**src/rtl/led_serializer_pkg.sv**
```systemverilog
// rtl/led_serializer_pkg.sv - shared constants, state encoding and width helper for the LED serializer
package led_ser_pkg;

    localparam int LED_WIDTH          = 16;
    localparam int DEF_CLK_DIV        = 4;
    localparam int DEF_REFRESH_CYCLES = 1000000;

    typedef enum logic [1:0] {
        IDLE     = 2'd0,
        SHIFT_LO = 2'd1,
        SHIFT_HI = 2'd2,
        LATCH    = 2'd3
    } state_t;

    // Bits needed to count 0..count-1, never less than one bit.
    function automatic int cnt_width(input int count);
        return (count > 1) ? $clog2(count) : 1;
    endfunction

endpackage

```
**src/rtl/led_serializer_if.sv**
```systemverilog
// rtl/led_serializer_if.sv - pattern input / serial chain output bundle for the LED serializer
interface led_ser_if;
    import led_ser_pkg::*;

    logic [LED_WIDTH-1:0] led_in;
    logic                 enable;
    logic                 sclk;
    logic                 sdata;
    logic                 latch;
    logic                 busy;
    logic                 frame_done;

    modport master (
        output led_in, enable,
        input  sclk, sdata, latch, busy, frame_done
    );

    modport slave (
        input  led_in, enable,
        output sclk, sdata, latch, busy, frame_done
    );

endinterface

```
**src/rtl/led_serializer_tick.sv**
```systemverilog
// rtl/led_serializer_tick.sv - CLK_DIV phase divider with clear and one-cycle phase-end strobe
module led_ser_tick
    import led_ser_pkg::*;
#(
    parameter int CLK_DIV = DEF_CLK_DIV
) (
    input  logic clk,
    input  logic rst_n,
    input  logic clear,
    output logic phase_end
);

    localparam int              DW       = cnt_width(CLK_DIV);
    localparam logic [DW-1:0]   DIV_LAST = DW'(CLK_DIV - 1);

    logic [DW-1:0] div_cnt;

    // The last cycle of each phase; suppressed while held clear so IDLE never strobes.
    assign phase_end = !clear && (div_cnt == DIV_LAST);

    // Free-running phase counter, parked at zero while cleared and wrapped at each phase end.
    always_ff @(posedge clk or negedge rst_n) begin
        if (!rst_n) begin
            div_cnt <= '0;
        end else if (clear || phase_end) begin
            div_cnt <= '0;
        end else begin
            div_cnt <= div_cnt + 1'b1;
        end
    end

endmodule

```
**src/rtl/led_serializer.sv**
```systemverilog
// rtl/led_serializer.sv - 16-bit LED pattern serializer to an external shift-register chain (option: LED_SER_REFRESH_EN)
module led_serializer
    import led_ser_pkg::*;
#(
    parameter int CLK_DIV        = DEF_CLK_DIV,
    parameter int REFRESH_CYCLES = DEF_REFRESH_CYCLES
) (
    input  logic      clk,
    input  logic      rst_n,
    led_ser_if.slave  bus
);

    if (CLK_DIV < 1 || CLK_DIV > 255) begin : g_bad_clk_div
        $error("led_serializer: CLK_DIV must be 1..255");
    end
    if (REFRESH_CYCLES < 1) begin : g_bad_refresh
        $error("led_serializer: REFRESH_CYCLES must be at least 1");
    end

    localparam logic [3:0] LAST_BIT = 4'(LED_WIDTH - 1);

    state_t                state, state_nx;
    logic [LED_WIDTH-1:0]  shreg, shreg_nx;
    logic [LED_WIDTH-1:0]  word, word_nx;
    logic [LED_WIDTH-1:0]  last_sent, last_sent_nx;
    logic [3:0]            bit_cnt, bit_cnt_nx;
    logic                  pending, pending_nx;
    logic                  sdata_q, sdata_nx;
    logic                  frame_done_q, frame_done_nx;
    logic                  sclk_q, latch_q, busy_q;
    logic                  phase_end;
    logic                  refresh_hit;
    logic                  start;

    led_ser_tick #(.CLK_DIV(CLK_DIV)) u_tick (
        .clk       (clk),
        .rst_n     (rst_n),
        .clear     (state == IDLE),
        .phase_end (phase_end)
    );

`ifdef LED_SER_REFRESH_EN
    localparam int            RW      = cnt_width(REFRESH_CYCLES);
    localparam logic [RW-1:0] REF_MAX = RW'(REFRESH_CYCLES - 1);

    logic [RW-1:0] idle_cnt;

    assign refresh_hit = (idle_cnt == REF_MAX);

    // Counts IDLE cycles since the last frame; saturates so a refresh waits for enable.
    always_ff @(posedge clk or negedge rst_n) begin
        if (!rst_n) begin
            idle_cnt <= '0;
        end else if (state != IDLE || start) begin
            idle_cnt <= '0;
        end else if (!refresh_hit) begin
            idle_cnt <= idle_cnt + 1'b1;
        end
    end
`else
    assign refresh_hit = 1'b0;
`endif

    // Only the value present while idle matters; anything seen mid-frame is simply re-compared later.
    assign start = (state == IDLE) && bus.enable &&
                   (pending || (bus.led_in != last_sent) || refresh_hit);

    // Next-state and datapath decisions for the frame sequencer.
    always_comb begin
        state_nx      = state;
        shreg_nx      = shreg;
        word_nx       = word;
        last_sent_nx  = last_sent;
        bit_cnt_nx    = bit_cnt;
        pending_nx    = pending;
        sdata_nx      = sdata_q;
        frame_done_nx = 1'b0;
        case (state)
            IDLE: begin
                if (start) begin
                    shreg_nx   = bus.led_in;
                    word_nx    = bus.led_in;
                    sdata_nx   = bus.led_in[LED_WIDTH-1];
                    bit_cnt_nx = '0;
                    pending_nx = 1'b0;
                    state_nx   = SHIFT_LO;
                end
            end
            SHIFT_LO: begin
                if (phase_end) begin
                    state_nx = SHIFT_HI;
                end
            end
            SHIFT_HI: begin
                if (phase_end) begin
                    if (bit_cnt != LAST_BIT) begin
                        shreg_nx   = shreg << 1;
                        sdata_nx   = shreg[LED_WIDTH-2];
                        bit_cnt_nx = bit_cnt + 1'b1;
                        state_nx   = SHIFT_LO;
                    end else begin
                        state_nx = LATCH;
                    end
                end
            end
            LATCH: begin
                if (phase_end) begin
                    last_sent_nx  = word;
                    frame_done_nx = 1'b1;
                    state_nx      = IDLE;
                end
            end
            default: begin
                state_nx = IDLE;
            end
        endcase
    end

    // State, datapath and registered outputs; reset aborts any frame without a latch strobe.
    always_ff @(posedge clk or negedge rst_n) begin
        if (!rst_n) begin
            state        <= IDLE;
            shreg        <= '0;
            word         <= '0;
            last_sent    <= '0;
            bit_cnt      <= '0;
            pending      <= 1'b1;
            sdata_q      <= 1'b0;
            frame_done_q <= 1'b0;
            sclk_q       <= 1'b0;
            latch_q      <= 1'b0;
            busy_q       <= 1'b0;
        end else begin
            state        <= state_nx;
            shreg        <= shreg_nx;
            word         <= word_nx;
            last_sent    <= last_sent_nx;
            bit_cnt      <= bit_cnt_nx;
            pending      <= pending_nx;
            sdata_q      <= sdata_nx;
            frame_done_q <= frame_done_nx;
            sclk_q       <= (state_nx == SHIFT_HI);
            latch_q      <= (state_nx == LATCH);
            busy_q       <= (state_nx != IDLE);
        end
    end

    assign bus.sclk       = sclk_q;
    assign bus.sdata      = sdata_q;
    assign bus.latch      = latch_q;
    assign bus.busy       = busy_q;
    assign bus.frame_done = frame_done_q;

endmodule
```
**src/flat_wrapper.sv**
```systemverilog
// flat-port wrapper written by rule: the top's interface ports become plain ports
module led_serializer_flat import led_ser_pkg::*;
#(
    parameter int CLK_DIV        = DEF_CLK_DIV,
    parameter int REFRESH_CYCLES = DEF_REFRESH_CYCLES
)
  (clk, rst_n, bus_led_in, bus_enable, bus_sclk, bus_sdata, bus_latch, bus_busy, bus_frame_done);
  led_ser_if bus_i ();
  input  logic clk;
  input  logic rst_n;
  input wire logic [$bits(bus_i.led_in)-1:0] bus_led_in;
  input wire logic [$bits(bus_i.enable)-1:0] bus_enable;
  output wire logic [$bits(bus_i.sclk)-1:0] bus_sclk;
  output wire logic [$bits(bus_i.sdata)-1:0] bus_sdata;
  output wire logic [$bits(bus_i.latch)-1:0] bus_latch;
  output wire logic [$bits(bus_i.busy)-1:0] bus_busy;
  output wire logic [$bits(bus_i.frame_done)-1:0] bus_frame_done;
  assign bus_i.led_in = bus_led_in;
  assign bus_i.enable = bus_enable;
  assign bus_sclk = bus_i.sclk;
  assign bus_sdata = bus_i.sdata;
  assign bus_latch = bus_i.latch;
  assign bus_busy = bus_i.busy;
  assign bus_frame_done = bus_i.frame_done;
  led_serializer #(.CLK_DIV(CLK_DIV), .REFRESH_CYCLES(REFRESH_CYCLES)) u_core (.clk(clk), .rst_n(rst_n), .bus(bus_i));
endmodule
```
**config.mk**
```make
export PLATFORM = sky130hd
export DESIGN_NAME = led_serializer_flat
export DESIGN_NICKNAME = d
export VERILOG_FILES = /design/src/rtl/led_serializer_pkg.sv /design/src/rtl/led_serializer_if.sv /design/src/rtl/led_serializer_tick.sv /design/src/rtl/led_serializer.sv /design/src/flat_wrapper.sv
export SDC_FILE = /design/constraint.sdc
export NUM_CORES = 1
export LEC_CHECK = 0
export BUFFER_PORTS_ARGS = -buffer_cell sky130_fd_sc_hd__buf_2
export CORE_UTILIZATION = 45
export DETAILED_ROUTE_END_ITERATION = 7
export PLACE_DENSITY = 0.71
export SLEW_MARGIN = 30
export SYNTH_ARGS = -nofsm -noshare
export SYNTH_HDL_FRONTEND = slang
export SYNTH_SLANG_ARGS = --single-unit
```
**constraint.sdc**
```tcl
create_clock -name clk -period 4.4 [get_ports clk]
set_input_delay 0.44 -clock clk [delete_from_list [all_inputs] [get_ports clk]]
set_output_delay 0.44 -clock clk [all_outputs]
set_load 0.02 [all_outputs]
```
==> results of run 1 <==
## worst max-delay path, stage by stage (launching register included)
cell and delay [ns]:
dfrtp_1 0.35, ha_1 0.62, nand3b_1 0.26, or2_2 0.61, and3_1 0.29, a211oi_1 0.19
nand3_1 0.11
## cells in the mapped netlist (all sizes together)
| cell type | count |
|---|---|
| dfrtp | 60 |
| and3 | 32 |
| mux2 | 31 |
| nand2 | 19 |
| nand3 | 19 |
| clkbuf | 16 |
| nand4 | 16 |
| a211oi | 15 |
| and4 | 15 |
| xor2 | 11 |
| nor2 | 6 |
| buf | 5 |
| inv | 5 |
| xnor2 | 5 |
| a31o | 4 |
| nor3b | 3 |
| o21ai | 3 |
| and2 | 2 |
| ha | 2 |
| nor3 | 2 |
| nor4 | 2 |
| or2 | 2 |
| a21o | 1 |
| a21oi | 1 |
| a311o | 1 |
| dfstp | 1 |
| mux2i | 1 |
| nand2b | 1 |
| nand3b | 1 |
| nor2b | 1 |
| o211a | 1 |
| o22ai | 1 |
| or3 | 1 |
## cells by family (layout without fill, tap and decap cells)
| family | Yosys count | count (layout) |
|---|---|---|
| simple gates | 122 | 122 |
| flops | 61 | 61 |
| mux | 32 | 32 |
| compound gates | 27 | 27 |
| buf+inv | 26 | 46 |
| xor+xnor | 16 | 16 |
| fa+ha+maj | 2 | 2 |
## power by group
| part | internal, mW | switching, mW | total [mW] |
|---|---|---|---|
| Clock | 0.348 | 0.220 | 0.568 |
| Combinational | 0.0119 | 0.0283 | 0.0402 |
| Sequential | 0.561 | 0 | 0.561 |
## final cells by class
class | instances | area, um2
repair buffers | 25 | 130.1
multi-input cells | 199 | 1556
fillers | 634 | 3253
flip-flops and latches | 61 | 1528
well taps | 96 | 120.1
clock buffers | 12 | 155.1
inverters | 5 | 18.77
clock inverters | 4 | 70.07
## flip-flops by register name, indices dropped and copies added (netlist names)
signal / flops
u_core.state: 2
u_core.last_sent: 16
u_core.bus.sdata: 1
u_core.u_tick.div_cnt: 2
u_core.bus.sclk: 1
u_core.word: 16
u_core.bit_cnt: 4
u_core.shreg: 15
u_core.bus.busy: 1
u_core.bus.frame_done: 1
u_core.pending: 1
u_core.bus.latch: 1
## per-layer routing
layer,vias up,track usage [%],share of wire [%]
met5,-,0,0
met4,0,10.45,2.4
met3,16,3.333,6.5
met2,83,29.08,45
met1,1115,27.31,46
li1,1086,-,-
## worst paths after layout
kind,start,depth (start not counted),end
min in group clk,bus_led_in[8],2,u_core.word[8]
worst min register to register,u_core.u_tick.div_cnt[0],1,u_core.u_tick.div_cnt[0]
max in group asynchronous,rst_n,2,u_core.state[1]
worst max-delay path,u_core.u_tick.div_cnt[0],6,u_core.shreg[4]
worst min-delay path,rst_n,2,u_core.shreg[10]
worst max register to register,u_core.u_tick.div_cnt[0],6,u_core.shreg[4]
## placed cells by master, fill, tap and decap left out, types with 3 or more instances in the layout
master / count
nand4_1: 16
nor2_1: 5
dfrtp_1: 60
mux2_4: 12
and4_1: 15
xor2_1: 11
and3_1: 32
nand2_1: 19
xnor2_1: 5
buf_2: 23
nor3b_1: 3
a31o_2: 4
inv_1: 5
mux2_2: 19
a211oi_1: 15
clkbuf_8: 11
nand3_1: 17
## per-stage QoR
step	instance area, um2	hold WS (ns)	std cells	setup WS (ns)
after floorplan	3203	0.1444	286	2.509
after CTS	3571	0.2979	402	1.828
after detailed placement	3346	0.4372	386	1.637
after global placement	3343	0.4305	386	1.684
after global routing	3578	0.3292	402	1.632
final	3578	0.2448	402	1.820
==> flow_metrics.tcl, run 1 <==
set metrics [dict create \
    syn_area_mm2 0.003203 \
    numCtsBuffers 9 \
    netlist_instances 286 \
    fp.dieH_um 86.37 \
    cts_resized 0 \
    cts_max_level 3 \
    final.setup.tns_ns 0 \
    skew_ns 0.009053 \
    status "finished, final reports clean" \
    cp_max_fo 38 \
    placeableCoreArea_mm2 0.006832 \
    critPathLaunchType "register" \
    synth_cell_type_count 42 \
    synth_top_area_cell "dfrtp_1" \
    post-route-util_pct 52.38 \
    gr-total-overflow 0 \
    clock_path_buffers 2 \
    ctsHoldBuffers 0 \
    die_area_mm2 0.007459 \
    synth_compound_area_share_pct 6.641 \
    crit_type "register to register" \
    power_density_mw_per_mm2 326.6 \
    die_w_um 86.37 \
    viasPerCell 5.721 \
    yosys.area.top_type_share_pct 46.88 \
    period_minus_slack_ns 2.580 \
    ys_warn_count 0 \
    synth_top_family_by_area "simple AND/OR/NAND/NOR gates" \
    finalCritPeriodShare_pct 58.63 \
    min_path_type "input port to async pin" \
    avgSynthCellArea_um2 11.20 \
    areaGrowthSynthToFinish_pct 11.72 \
    grt_pass1_wl_um 11180 \
    synth-simple-area-share_pct 23.87 \
    worst_pin_slew_ns 0.8819 \
    cts-root-buf "clkbuf_8" \
    worstSkewPairLatency_ns 0.34 \
    drc 0 \
    dr.pass1.iters 4 \
    post_cts_buffers 0 \
    fin_nets 322 \
    irDropWorstVdd_mv 0.2258 \
    clk_pin_slew_ns 0.07 \
    grt.total_usage_pct 19.53 \
    hold_viol_final 0 \
    synth_mux_area_share_pct 12.62 \
    grt_pass1_vias 2241 \
    synth_xor_xnor_area_share_pct 4.375 \
    power.leakage_nw 1.865 \
    synth_fa_ha_area_share_pct 0.7813 \
    drive_above_1_share_pct 27.78 \
    num_vias 2300 \
    initial_core_util_pct 46.89 \
    post-dp-hpwl_um 4027 \
    wl_per_cell_um 16.47 \
    setup.worst_path.end_class "register" \
    initialDrtViolationCount 336 \
    fin_total_pwr_mw 1.169 \
    ys_seq_elements 61 \
    max_freq_ghz 0.3876 \
    critical_path_arrival_ns 2.79 \
    io_buffers 23 \
    maxCapViolCount 0 \
    grt_max_degree 62 \
    gp_congestion 0.8093 \
    io_pins 24 \
    crit_required_ns 4.61 \
    wl_um 6619 \
    slew_headroom_pct 40.98 \
    grt_antenna_before_repair 0 \
    antenna_cells 0 \
    syn_nets 307 \
    synth_area_leaders "dfrtp_1 47%, mux2_2 6.7%, and3_1 6.3%" \
    setup_viol 0 \
    grt_setup_unrepaired "false" \
    synth-seq-area-share_pct 47.70 \
    cts_tree "done" \
    rows 30 \
    slew_violations 0 \
    clkSinkCount 61 \
    reg2reg_slack_ns 1.82 \
    postRouteAntennaNets 0 \
]
No activity file was read; power rests on OpenSTA's default activity.
==> run 2, diff against run 1 <==
--- a/config.mk
+++ b/config.mk
@@ -5,6 +5,7 @@
 export SDC_FILE = /design/constraint.sdc
 export NUM_CORES = 1
 export LEC_CHECK = 0
+export ABC_AREA = 1
 export BUFFER_PORTS_ARGS = -buffer_cell sky130_fd_sc_hd__buf_2
 export CORE_UTILIZATION = 45
 export DETAILED_ROUTE_END_ITERATION = 7
==> constraint.sdc (replaced) <==
create_clock -name clk -period 2.4 [get_ports clk]
set_input_delay 0.24 -clock clk [delete_from_list [all_inputs] [get_ports clk]]
set_output_delay 0.24 -clock clk [all_outputs]
set_load 0.02 [all_outputs]
==> run 2 against run 1 <==
Against the previous run: register-to-register slack worse by 1.1 ns; sequential power rose by 87%; synthesized area down 11%; sequential share of layout area increased by 4.2 points; critical endpoint is now u_core.word[2]; largest cell class is now registers; synthesized cell count grew 25%; fmax increased by 50%.
==> flow_metrics.tcl, run 2 <==
set metrics [dict create \
    yosysMostFrequentCell "nand2_1" \
    grt_pass1_wl_um 9811 \
    status "finished, final reports clean" \
    wl_per_cell_um 12.08 \
    yosys.area.top_type_share_pct 52.89 \
    setup.worst_path.end_class "register" \
    numCtsBuffers 9 \
    cp_max_fo 29 \
    async_flop_share_pct 100.0 \
    antenna_cells 0 \
    num_vias 2257 \
    clock_path_buffers 2 \
    cp_cell_sequence "nor3b_1 -> nand2_4 -> buf_4 -> nand2_1 -> o21ai_0" \
    syn_area_mm2 0.002839 \
    post_cts_buffers 0 \
    gp_congestion 0.7399 \
    max_stage_delay_ns 0.46 \
    skew_ns 0.007931 \
    cts_resized 0 \
    final.setup.tns_ns 0 \
    areaGrowthSynthToFinish_pct 14.85 \
    die_area_mm2 0.006631 \
    ctsHoldBuffers 1 \
    irDropWorstVdd_mv 0.4943 \
    grt_pass1_vias 2141 \
    io_pins 24 \
    slew_violations 0 \
    power.leakage_nw 1.625 \
    critPathSlowestCell "dfrtp_1" \
    io_buffers 23 \
    synthFlopType "dfrtp_1" \
    postRouteAntennaNets 0 \
    synth_commonest_cells "144 x nand2_1, 60 x dfrtp_1, 41 x o21ai_0" \
    rr_startpoint "u_core.state[0]" \
    slew_headroom_pct 57.82 \
    finalCritPeriodShare_pct 71.71 \
    initialDrtViolationCount 112 \
    fin_nets 407 \
    wl_um 5627 \
    critical_path_arrival_ns 1.94 \
    fin_area_mm2 0.003261 \
    critPathLaunchType "register" \
    clkSinkCount 61 \
    ys_warn_count 0 \
    dr.pass1.iters 4 \
    syn_nets 379 \
    synth_top_area_cell "dfrtp_1" \
    hold_viol_final 0 \
    final_cell_mix "144 x nand2_1, 60 x dfrtp_1, 41 x o21ai_0, 32 x inv_1, 28 x nand3_1" \
    viasPerCell 4.843 \
    post-dp-hpwl_um 3853 \
    synth-edff-count 0 \
    clk_pin_slew_ns 0.07 \
    initial_core_util_pct 47.39 \
    fp.dieH_um 81.43 \
    period_minus_slack_ns 1.721 \
    power_density_mw_per_mm2 674.5 \
    reg_top3 "u_core.last_sent x16, u_core.word x16, u_core.shreg x15" \
    netlist_instances 358 \
    min_path_type "input port to register" \
    grt_setup_unrepaired "false" \
    placeableCoreArea_mm2 0.005991 \
    crit_type "register to register" \
    grt_max_degree 32 \
    grt_antenna_before_repair 0 \
    worst_pin_slew_ns 0.6327 \
    drc 0 \
    rows 28 \
    synth-seq-area-share_pct 53.81 \
    synth_cell_type_count 24 \
    holdWs_ns 0.1581 \
    worstSkewPairLatency_ns 0.34 \
    synth_area_leaders "dfrtp_1 53%, nand2_1 19%, o21ai_0 7.2%" \
    hp-start "bus_led_in[6]" \
    crit_required_ns 2.62 \
    post-route-util_pct 54.43 \
    setup_viol 0 \
    die_w_um 81.43 \
    drive_above_1_share_pct 14.83 \
    fin_total_pwr_mw 2.199 \
    maxCapViolCount 0 \
    ys_seq_elements 61 \
    max_freq_ghz 0.5810 \
    grt.total_usage_pct 20.04 \
    critPathTopFamily "simple AND/OR/NAND/NOR gates" \
    path_buf_inv 1 \
    cts_tree "done" \
    placedInstanceArea_mm2 0.003017 \
    cts-root-buf "clkbuf_8" \
    gr-total-overflow 0 \
    avgSynthCellArea_um2 7.930 \
    final_common_cell "nand2_1" \
    startpoint "u_core.state[0]" \
    cts_max_level 3 \
]
-- run 2: metal layers --
metal | vias up | GRT usage (%) | routed length (um)
li1 | 1168 | - | -
met1 | 1046 | 28.17 | 2865
met2 | 39 | 29.58 | 2452
met3 | 4 | 7.000 | 265
met4 | 0 | 4.821 | 43
met5 | - | 0 | 0
-- run 2: kinds of logic after synthesis --
family	Yosys count	share of synthesized area, %
compound gates	44	7.757
flops	61	53.81
simple gates	195	28.51
buf+inv	53	8.110
fa+ha+maj	2	0.8813
xor+xnor	3	0.9257
-- run 2: cell type report --
class	instances	area, um2
fill	588	2730
tap	75	93.84
clock inverter	5	82.58
multi-input combinational	244	1081
sequential	61	1528
inverter	39	146.4
timing repair buffer	31	177.7
clock buffer	11	151.4
-- run 2: report_power, final --
group,internal [mW],switching (mW)
clock,0.641,0.414
combinational,0.0332,0.0590
sequential,1.04,0.00855
-- run 2: final timing paths --
check / cells after the start / end / slack [ns]
max: 5 / u_core.word[2] / 0.68
min: 3 / u_core.word[6] / 0.16
max reg2reg: 5 / u_core.word[2] / 0.68
min reg2reg: 1 / u_core.u_tick.div_cnt[0] / 0.44
max in group asynchronous: 3 / u_core.last_sent[3] / 1.24
min in group asynchronous: 2 / u_core.last_sent[9] / 0.45
-- run 2: tightest hold or removal path: cells and delay by family --
kind	cells	cell delay (ns)
simple gates	2	0.11
buf+inv	1	0.12
-- run 2: per-stage QoR --
step	setup slack, ns	instances
floorplan	1.029	358
detailed placement	0.6919	449
CTS	0.6690	466
global route	0.4806	466
finish	0.6790	466
global placement	0.6590	449
